[src/rtl/gf2_poly_div_16.sv]
// Bit-serial GF(2) polynomial divider: (2*DW-1)-bit dividend by DW-bit divisor, one quotient bit per cycle.
// Optional GF2DIV_EARLY_EXIT_EN starts the long division at the dividend MSB instead of bit NW-1.
module gf2_poly_div_16 #(
    parameter int unsigned DW = 16
) (
    input  logic              clk,
    input  logic              rst_n,
    input  logic              in_valid,
    output logic              in_ready,
    input  logic [2*DW-2:0]   dividend,
    input  logic [DW-1:0]     divisor,
    output logic              out_valid,
    input  logic              out_ready,
    output logic [2*DW-2:0]   quotient,
    output logic [DW-2:0]     remainder,
    output logic              div_by_zero
);

    localparam int unsigned NW = 2 * DW - 1;
    localparam int unsigned PW = $clog2(NW);

    typedef enum logic [1:0] {
        IDLE,
        DEG,
        DIV,
        DONE
    } state_t;

    state_t          state_q, state_d;
    logic [NW-1:0]   r_q, r_d;
    logic [NW-1:0]   q_q, q_d;
    logic [DW-1:0]   d_q, d_d;
    logic [PW-1:0]   pos_q, pos_d;
    logic [PW-1:0]   deg_q, deg_d;
    logic [NW-1:0]   quotient_q, quotient_d;
    logic [DW-2:0]   remainder_q, remainder_d;
    logic            dbz_q, dbz_d;
    logic            out_valid_q, out_valid_d;

    logic [PW-1:0]   deg_enc;
    logic [PW-1:0]   shamt;
    logic [NW-1:0]   d_shifted;
`ifdef GF2DIV_EARLY_EXIT_EN
    logic [PW-1:0]   msb_r;
`endif

    always_comb begin
        deg_enc = '0;
        for (int unsigned i = 0; i < DW; i++) begin
            if (d_q[i]) deg_enc = PW'(i);
        end
    end

`ifdef GF2DIV_EARLY_EXIT_EN
    always_comb begin
        msb_r = '0;
        for (int unsigned i = 0; i < NW; i++) begin
            if (r_q[i]) msb_r = PW'(i);
        end
    end
`endif

    // Divisor aligned so its leading term sits under the current dividend bit.
    assign shamt     = pos_q - deg_q;
    assign d_shifted = NW'(d_q) << shamt;

    always_comb begin
        state_d     = state_q;
        r_d         = r_q;
        q_d         = q_q;
        d_d         = d_q;
        pos_d       = pos_q;
        deg_d       = deg_q;
        quotient_d  = quotient_q;
        remainder_d = remainder_q;
        dbz_d       = dbz_q;
        out_valid_d = out_valid_q;

        unique case (state_q)
            IDLE: begin
                if (in_valid) begin
                    r_d     = dividend;
                    d_d     = divisor;
                    q_d     = '0;
                    state_d = DEG;
                end
            end

            DEG: begin
                if (d_q == '0) begin
                    quotient_d  = '0;
                    remainder_d = '0;
                    dbz_d       = 1'b1;
                    out_valid_d = 1'b1;
                    state_d     = DONE;
                end else begin
                    deg_d = deg_enc;
`ifdef GF2DIV_EARLY_EXIT_EN
                    if (r_q == '0 || msb_r < deg_enc) begin
                        quotient_d  = '0;
                        remainder_d = r_q[DW-2:0];
                        dbz_d       = 1'b0;
                        out_valid_d = 1'b1;
                        state_d     = DONE;
                    end else begin
                        pos_d   = msb_r;
                        state_d = DIV;
                    end
`else
                    pos_d   = PW'(NW - 1);
                    state_d = DIV;
`endif
                end
            end

            DIV: begin
                if (r_q[pos_q]) begin
                    r_d        = r_q ^ d_shifted;
                    q_d[shamt] = 1'b1;
                end
                if (pos_q == deg_q) begin
                    quotient_d  = q_d;
                    remainder_d = r_d[DW-2:0];
                    dbz_d       = 1'b0;
                    out_valid_d = 1'b1;
                    state_d     = DONE;
                end else begin
                    pos_d = pos_q - PW'(1);
                end
            end

            DONE: begin
                if (out_ready) begin
                    out_valid_d = 1'b0;
                    state_d     = IDLE;
                end
            end

            default: state_d = IDLE;
        endcase
    end

    always_ff @(posedge clk) begin
        if (!rst_n) begin
            state_q     <= IDLE;
            r_q         <= '0;
            q_q         <= '0;
            d_q         <= '0;
            pos_q       <= '0;
            deg_q       <= '0;
            quotient_q  <= '0;
            remainder_q <= '0;
            dbz_q       <= 1'b0;
            out_valid_q <= 1'b0;
        end else begin
            state_q     <= state_d;
            r_q         <= r_d;
            q_q         <= q_d;
            d_q         <= d_d;
            pos_q       <= pos_d;
            deg_q       <= deg_d;
            quotient_q  <= quotient_d;
            remainder_q <= remainder_d;
            dbz_q       <= dbz_d;
            out_valid_q <= out_valid_d;
        end
    end

    assign in_ready    = rst_n && (state_q == IDLE);
    assign out_valid   = out_valid_q;
    assign quotient    = quotient_q;
    assign remainder   = remainder_q;
    assign div_by_zero = dbz_q;

endmodule

[config.mk]
export PLATFORM = sky130hd
export DESIGN_NAME = gf2_poly_div_16
export DESIGN_NICKNAME = d
export VERILOG_FILES = /design/src/rtl/gf2_poly_div_16.sv
export SDC_FILE = /design/constraint.sdc
export NUM_CORES = 1
export LEC_CHECK = 0
export BUFFER_PORTS_ARGS = -buffer_cell sky130_fd_sc_hd__buf_2
export CELL_PAD_IN_SITES_DETAIL_PLACEMENT = 0
export CELL_PAD_IN_SITES_GLOBAL_PLACEMENT = 2
export CORE_MARGIN = 8
export CORE_UTILIZATION = 35
export DETAILED_ROUTE_END_ITERATION = 7
export GPL_TIMING_DRIVEN = 0
export PLACE_DENSITY = 0.92
export SETUP_SLACK_MARGIN = 0.1
export SKIP_CTS_REPAIR_TIMING = 1
export SLEW_MARGIN = 25
export SYNTH_ARGS = -nofsm -noshare
export SYNTH_HDL_FRONTEND = slang
export SYNTH_SLANG_ARGS = --single-unit
[constraint.sdc]
create_clock -name clk -period 4.3 [get_ports clk]
set_clock_uncertainty 0.2 [all_clocks]
set_input_delay 0.43 -clock clk [delete_from_list [all_inputs] [get_ports clk]]
set_output_delay 0.43 -clock clk [all_outputs]
set_load 0.01 [all_outputs]
==> impl_metrics.yaml, run 1 <==
run_status:
  status: "finished, final reports clean"
worst_setup_path:
  critPathMaxFanout: 10
  required_ns: 4.41
  path_cells: "buf_6 > inv_1 > ha_1 > inv_1 > fa_1 > buf_1 > inv_2 > buf_1 > nor3_1 > a221oi_2 > mux2i_1 > o21ai_0 > o21ai_0 > o2bb2ai_1"
  startpoint_type: "flip-flop"
  cpPeakStageDelay_ns: 0.46
  rr_endpoint: "r_q[22]"
  worstSetupPathType: "flip-flop to flip-flop"
  critical-path-top-delay-family: "buffers and inverters"
  reg2reg_from: "pos_q[0]"
  crit_cells: 14
  cp_num_buf_inv: 6
  worst-r2r-cell-count: 14
  crit_path_end_kind: "flip-flop"
  crit_slowest_cell: "buf_1"
  cp-endpoint: "r_q[22]"
  crit_start: "pos_q[0]"
  regToRegSetupSlack_ns: 0.23
  cp_data_arrival_time_ns: 4.18
die:
  dieArea_mm2: 0.0261
  ioPinCount: 100
  die_w_um: 162
  die_y_um: 162
  core_mm2: 0.0210
  fp-row-count: 53
  floorplan.initialDensity_pct: 35.4
synthesis:
  syn_area_mm2: 0.00743
  synth_edf_count: 0
  yosys_warnings: 0
  syn_nets: 965
  yosysSeqAreaShare_pct: 36.9
  ys.flop_type: "dfxtp_1"
  yosys-top-cells-area: "dfxtp_1, nand2_1, a21oi_1"
  async_reset_ff_share_pct: 0
  avgSynthCellArea_um2: 8.22
  syn-instance-count: 904
  ys_ff_latch: 137
  synthDominantCellAreaShare_pct: 36.9
  yosys.area.top_type: "dfxtp_1"
  yosysUniqueCellTypes: 75
timing:
  finalSetupViolCount: 0
  fin_tns_setup_ns: 0
  period_share_pct: 94.6
  period_minus_slack_ns: 4.07
  tightest_slew_ns: 0.985
  maxSlewViolCount: 0
  rsz0062_at_grt: "true"
  hold_violations: 0
  max_slew_margin_pct: 34.3
  fmax_ghz: 0.246
power_and_ir_drop:
  power.density_mw_per_mm2: 863
  leakagePower_nw: 3.46
  swShare_pct: 49.1
  peakVddDrop_mv: 0.416
  seqPwrFrac_pct: 21.9
  p_sw_w: 0.00378
  combPwrFrac_pct: 58.1
  p_int_w: 0.00392
  power_frac_clock_pct: 20.0
global_routing:
  grt_max_degree: 17
  antenna_found_initial: 0
  grt_first_pass_wirelength_mm: 40.7
  first_global_vias: 6952
  gr-total-overflow: 0
  grtUsageTotal_pct: 20.0
cts:
  clkLatencyLatePin_ns: 0.43
  cts_sinks: 137
  numCtsBuffers: 17
  htree_levels: 4
  cts_root_buf: "clkbuf_16"
  clkTransAtPathRegs_ns: 0.06
  cts_buffer_depth: 2
  cts_tree: "yes"
drt:
  routed_wl_mm: 26.5
  routed_via_density: 5.59
  wl_per_cell_um: 20.2
  dr.pass1.iters: 5
  vias: 7323
  ant_nets: 0
  drcViolationCount: 0
  drtIter0Drc: 602
placed_design:
  place_inst: 1278
  gp_congestion: 0.918
  dp_hpwl_mm: 20.2
  portBuffers: 99
layout:
  num_antenna_cells: 0
  area_growth_pct: 20.1
  fin_nets: 1083
  drive_gt1_share_pct: 18.5
  fin_cells: 1310
flow_run:
  maxCapViolations: 0
min_path:
  worstHoldPathType: "input pin to flip-flop"
synth_stat cells (all sizes together), types with 5 or more instances:
library cell,count
nor3,20
o221a,6
a21oi,92
nand3,30
nor3b,6
mux4,10
nor2,63
nand3b,7
nand2,131
inv,23
dfxtp,137
a22oi,7
or3,8
mux2i,39
a221o,5
and3,9
buf,19
nor4,7
a31oi,12
a211oi,7
ha,9
a22o,11
o21a,10
xor2,10
o22ai,9
o21ai,74
a32o,8
nand2b,9
xnor2,10
mux2,14
clkbuf,45
worst min path at each step:
stage                  from            to  slack [ns]  depth (start not counted)
3_5_place_dp   remainder[6]  remainder[6]        0.24                          2
6_report       dividend[21]       r_q[21]        0.03                          2
5_1_grt          divisor[8]        d_q[8]        0.03                          3
4_1_cts        dividend[21]       r_q[21]        0.02                          2
3_3_place_gp   quotient[14]  quotient[14]        0.23                          2
2_1_floorplan       q_q[11]       q_q[11]        0.22                          2
cell usage in the layout (no fill, tap or decap), drive strengths merged, types with 11 or more instances in the layout:
cell type,count
a21oi,92
dfxtp,137
clkbuf,63
nand2,131
inv,25
nand3,30
nor2,63
mux2,14
buf,119
a31oi,12
mux2i,39
o21ai,74
a22o,11
nor3,20
per-layer routing:
layer,wire length (um),GRT usage (%)
met3,2110,5.32
met5,0,0
met1,12100,26.5
met4,781,8.16
met2,11500,30.4
worst register-to-register path, stage by stage, from the launching register on:
cell       delay [ns]
dfxtp_1          0.38
buf_6            0.20
inv_1            0.13
ha_1             0.23
inv_1            0.06
fa_1             0.41
buf_1            0.24
inv_2            0.25
buf_1            0.46
nor3_1           0.15
a221oi_2         0.36
mux2i_1          0.20
o21ai_0          0.40
o21ai_0          0.14
o2bb2ai_1        0.14
power groups by stage:
stage / Clock [W] / Combinational, W / Sequential [W]
3_3_place_gp: 0 / 0.00428 / 0.00170
3_5_place_dp: 0 / 0.00428 / 0.00170
5_1_grt: 0.00162 / 0.00478 / 0.00171
4_1_cts: 0.00156 / 0.00429 / 0.00168
6_report: 0.00154 / 0.00447 / 0.00168
2_1_floorplan: 0 / 0.00305 / 0.00166
cells by family (layout without fill, tap and decap cells):
family,count (synthesis),in the layout,synth area share (%)
AND/OR/NAND/NOR,303,303,19.0
AO/OA/AOI/OAI,284,284,24.5
flip-flops,137,137,36.9
buffers and inverters,87,218,4.97
multiplexers,63,63,10.4
XOR/XNOR,20,20,2.46
adder cells (fa/ha/maj),10,10,1.79
state kept, by name, summed over array words and instances, names as in the netlist:
| register | cells |
|---|---|
| q_q | 31 |
| quotient | 31 |
| r_q | 31 |
| d_q | 16 |
| remainder | 15 |
| pos_q | 5 |
| deg_q | 4 |
| state_q | 2 |
| div_by_zero | 1 |
| out_valid | 1 |
metrics by stage:
stage	hold WS, ns	total power (W)	area [um2]	setup slack [ns]	util (%)
global placement	0.231	0.00597	8270	0.111	39.5
detailed placement	0.242	0.00598	8270	0.135	39.5
floorplan	0.225	0.00471	7430	1.05	-
finish	0.0323	0.00770	8920	0.234	42.6
CTS	0.0200	0.00753	8890	0.119	42.4
global route	0.0263	0.00811	8920	0.0240	42.6
cell type report:
| class | instances | area [um2] |
|---|---|---|
| clock buffers | 19 | 453 |
| fillers | 2172 | 12000 |
| plain buffers | 64 | 287 |
| clock inverters | 13 | 168 |
| well taps | 275 | 344 |
| inverters | 23 | 86.3 |
| repair buffers | 99 | 495 |
| multi-input cells | 680 | 4350 |
| flip-flops and latches | 137 | 2740 |
Power figures use the tool's default switching activity.
==> run 2, diff against run 1 <==
Settings changed: ABC_CLOCK_PERIOD_IN_PS from default to 4300, HOLD_SLACK_MARGIN from default to 0.06.
==> run 2 against run 1 <==
Compared with the run above: final area up 1.9%; clock power about the same; flip-flop and latch count unchanged; clock-buffer cell count unchanged; sequential share of layout area down 0.58 points; power about the same; sequential power about the same; worst hold slack about the same; largest cell class unchanged; maximum frequency up 0.93%.
==> impl_metrics.yaml, run 2 (synthesized netlist as in run 1, its figures left out) <==
drt:
  drtIter0Drc: 622
  vias: 7407
  wl_per_cell_um: 20.0
  drcViolationCount: 0
  routed_wl_mm: 26.6
  routed_via_density: 5.58
  ant_nets: 0
  dr.pass1.iters: 5
worst_setup_path:
  required_ns: 4.42
  reg2reg_from: "pos_q[0]"
  startpoint_type: "flip-flop"
  rr_endpoint: "r_q[22]"
  cp_data_arrival_time_ns: 4.14
  crit_path_end_kind: "flip-flop"
  worst-r2r-cell-count: 14
  regToRegSetupSlack_ns: 0.27
  critPathMaxFanout: 10
  worstSetupPathType: "flip-flop to flip-flop"
layout:
  drive_gt1_share_pct: 18.2
  layout_commonest_cell: "dfxtp_1"
  fin_nets: 1100
  seq_area_mm2: 0.00274
  fill_cells: 2167
  multiInputGateArea_mm2: 0.00435
  num_antenna_cells: 0
  layout_common_cells: "dfxtp_1, nand2_1, buf_2"
  area_growth_pct: 22.4
die:
  dieArea_mm2: 0.0261
  core_mm2: 0.0210
  fp-row-count: 53
  die_y_um: 162
  floorplan.initialDensity_pct: 35.4
  die_w_um: 162
  ioPinCount: 100
timing:
  fmax_ghz: 0.248
  whs_ns: 0.0323
  fin_tns_setup_ns: 0
  rsz0062_at_grt: "true"
  tightest_slew_ns: 1.01
  period_minus_slack_ns: 4.03
  period_share_pct: 93.7
  hold_violations: 0
  maxSlewViolCount: 0
  max_slew_margin_pct: 32.1
  finalSetupViolCount: 0
power_and_ir_drop:
  peakVddDrop_mv: 0.414
  leakagePower_nw: 3.53
  power.density_mw_per_mm2: 846
min_path:
  hold_start: "divisor[12]"
  worstHoldPathType: "input pin to flip-flop"
  holdPathEnd: "d_q[12]"
  whs_path_depth: 3
cts:
  clkTransAtPathRegs_ns: 0.06
  clkLatencyLatePin_ns: 0.43
  htree_levels: 4
  cts_buffer_depth: 2
  cts_root_buf: "clkbuf_16"
  cts_sinks: 137
  numCtsBuffers: 17
  cts_tree: "yes"
global_routing:
  grt_first_pass_wirelength_mm: 40.7
  grt_max_degree: 17
  grtUsageTotal_pct: 20.0
  first_global_vias: 6952
  antenna_found_initial: 0
  gr-total-overflow: 0
flow_run:
  maxCapViolations: 0
placed_design:
  portBuffers: 99
  gp_congestion: 0.918
  dp_hpwl_mm: 20.2
run_status:
  status: "finished, final reports clean"
run 2: changes by cell type in the layout (fill, tap and decap cells not counted):
cell           change
dlygate4sd3_1     +17
run 2: worst max path at each step:
stage	start	endpoint	slack [ns]	depth (start not counted)
6_report	pos_q[0]	r_q[22]	0.27	14
2_1_floorplan	pos_q[0]	r_q[16]	1.05	13
5_1_grt	pos_q[0]	r_q[22]	0.02	14
3_5_place_dp	pos_q[0]	r_q[22]	0.14	14
4_1_cts	pos_q[0]	r_q[22]	0.12	14
3_3_place_gp	pos_q[0]	r_q[4]	0.11	12
run 2: critical path, stage by stage, from the launching register on:
cell and delay (ns):
dfxtp_1 0.38, buf_6 0.19, inv_1 0.12, ha_1 0.22, inv_1 0.06, fa_1 0.41
buf_1 0.24, inv_2 0.25, buf_1 0.46, nor3_1 0.15, a221oi_2 0.35, mux2i_1 0.18
o21ai_0 0.40, o21ai_0 0.14, o2bb2ai_1 0.14
run 2: per-stage QoR:
stage	util [%]	power [W]	instance area (um2)	instances	setup slack [ns]
5_1_grt	43.4	0.00813	9090	1327	0.0240
3_3_place_gp	39.5	0.00597	8270	1278	0.111
2_1_floorplan	-	0.00471	7430	904	1.05
3_5_place_dp	39.5	0.00598	8270	1278	0.135
4_1_cts	42.4	0.00753	8890	1310	0.119
6_report	43.4	0.00770	9090	1327	0.272
run 2: cell type report:
| type | count | area share [%] |
|---|---|---|
| clock buffer | 19 | 4.98 |
| clock inverter | 13 | 1.84 |
| sequential | 137 | 30.2 |
| multi-input combinational | 680 | 47.8 |
| tap | 275 | 3.78 |
| buffer | 64 | 3.15 |
| timing repair buffer | 116 | 7.32 |
| inverter | 23 | 0.949 |
run 2: report_power, final:
group          switching [W]  internal (W)
registers           0.000206       0.00148
clock network       0.000597      0.000947
logic                0.00296       0.00151
total                0.00377       0.00393
run 2: routing by layer:
metal	up-vias	GRT usage, %	wire length [um]
li1	3564	-	-
met4	0	8.16	797
met1	3509	26.5	12100
met3	45	5.32	2160
met2	289	30.4	11500
met5	-	0	0
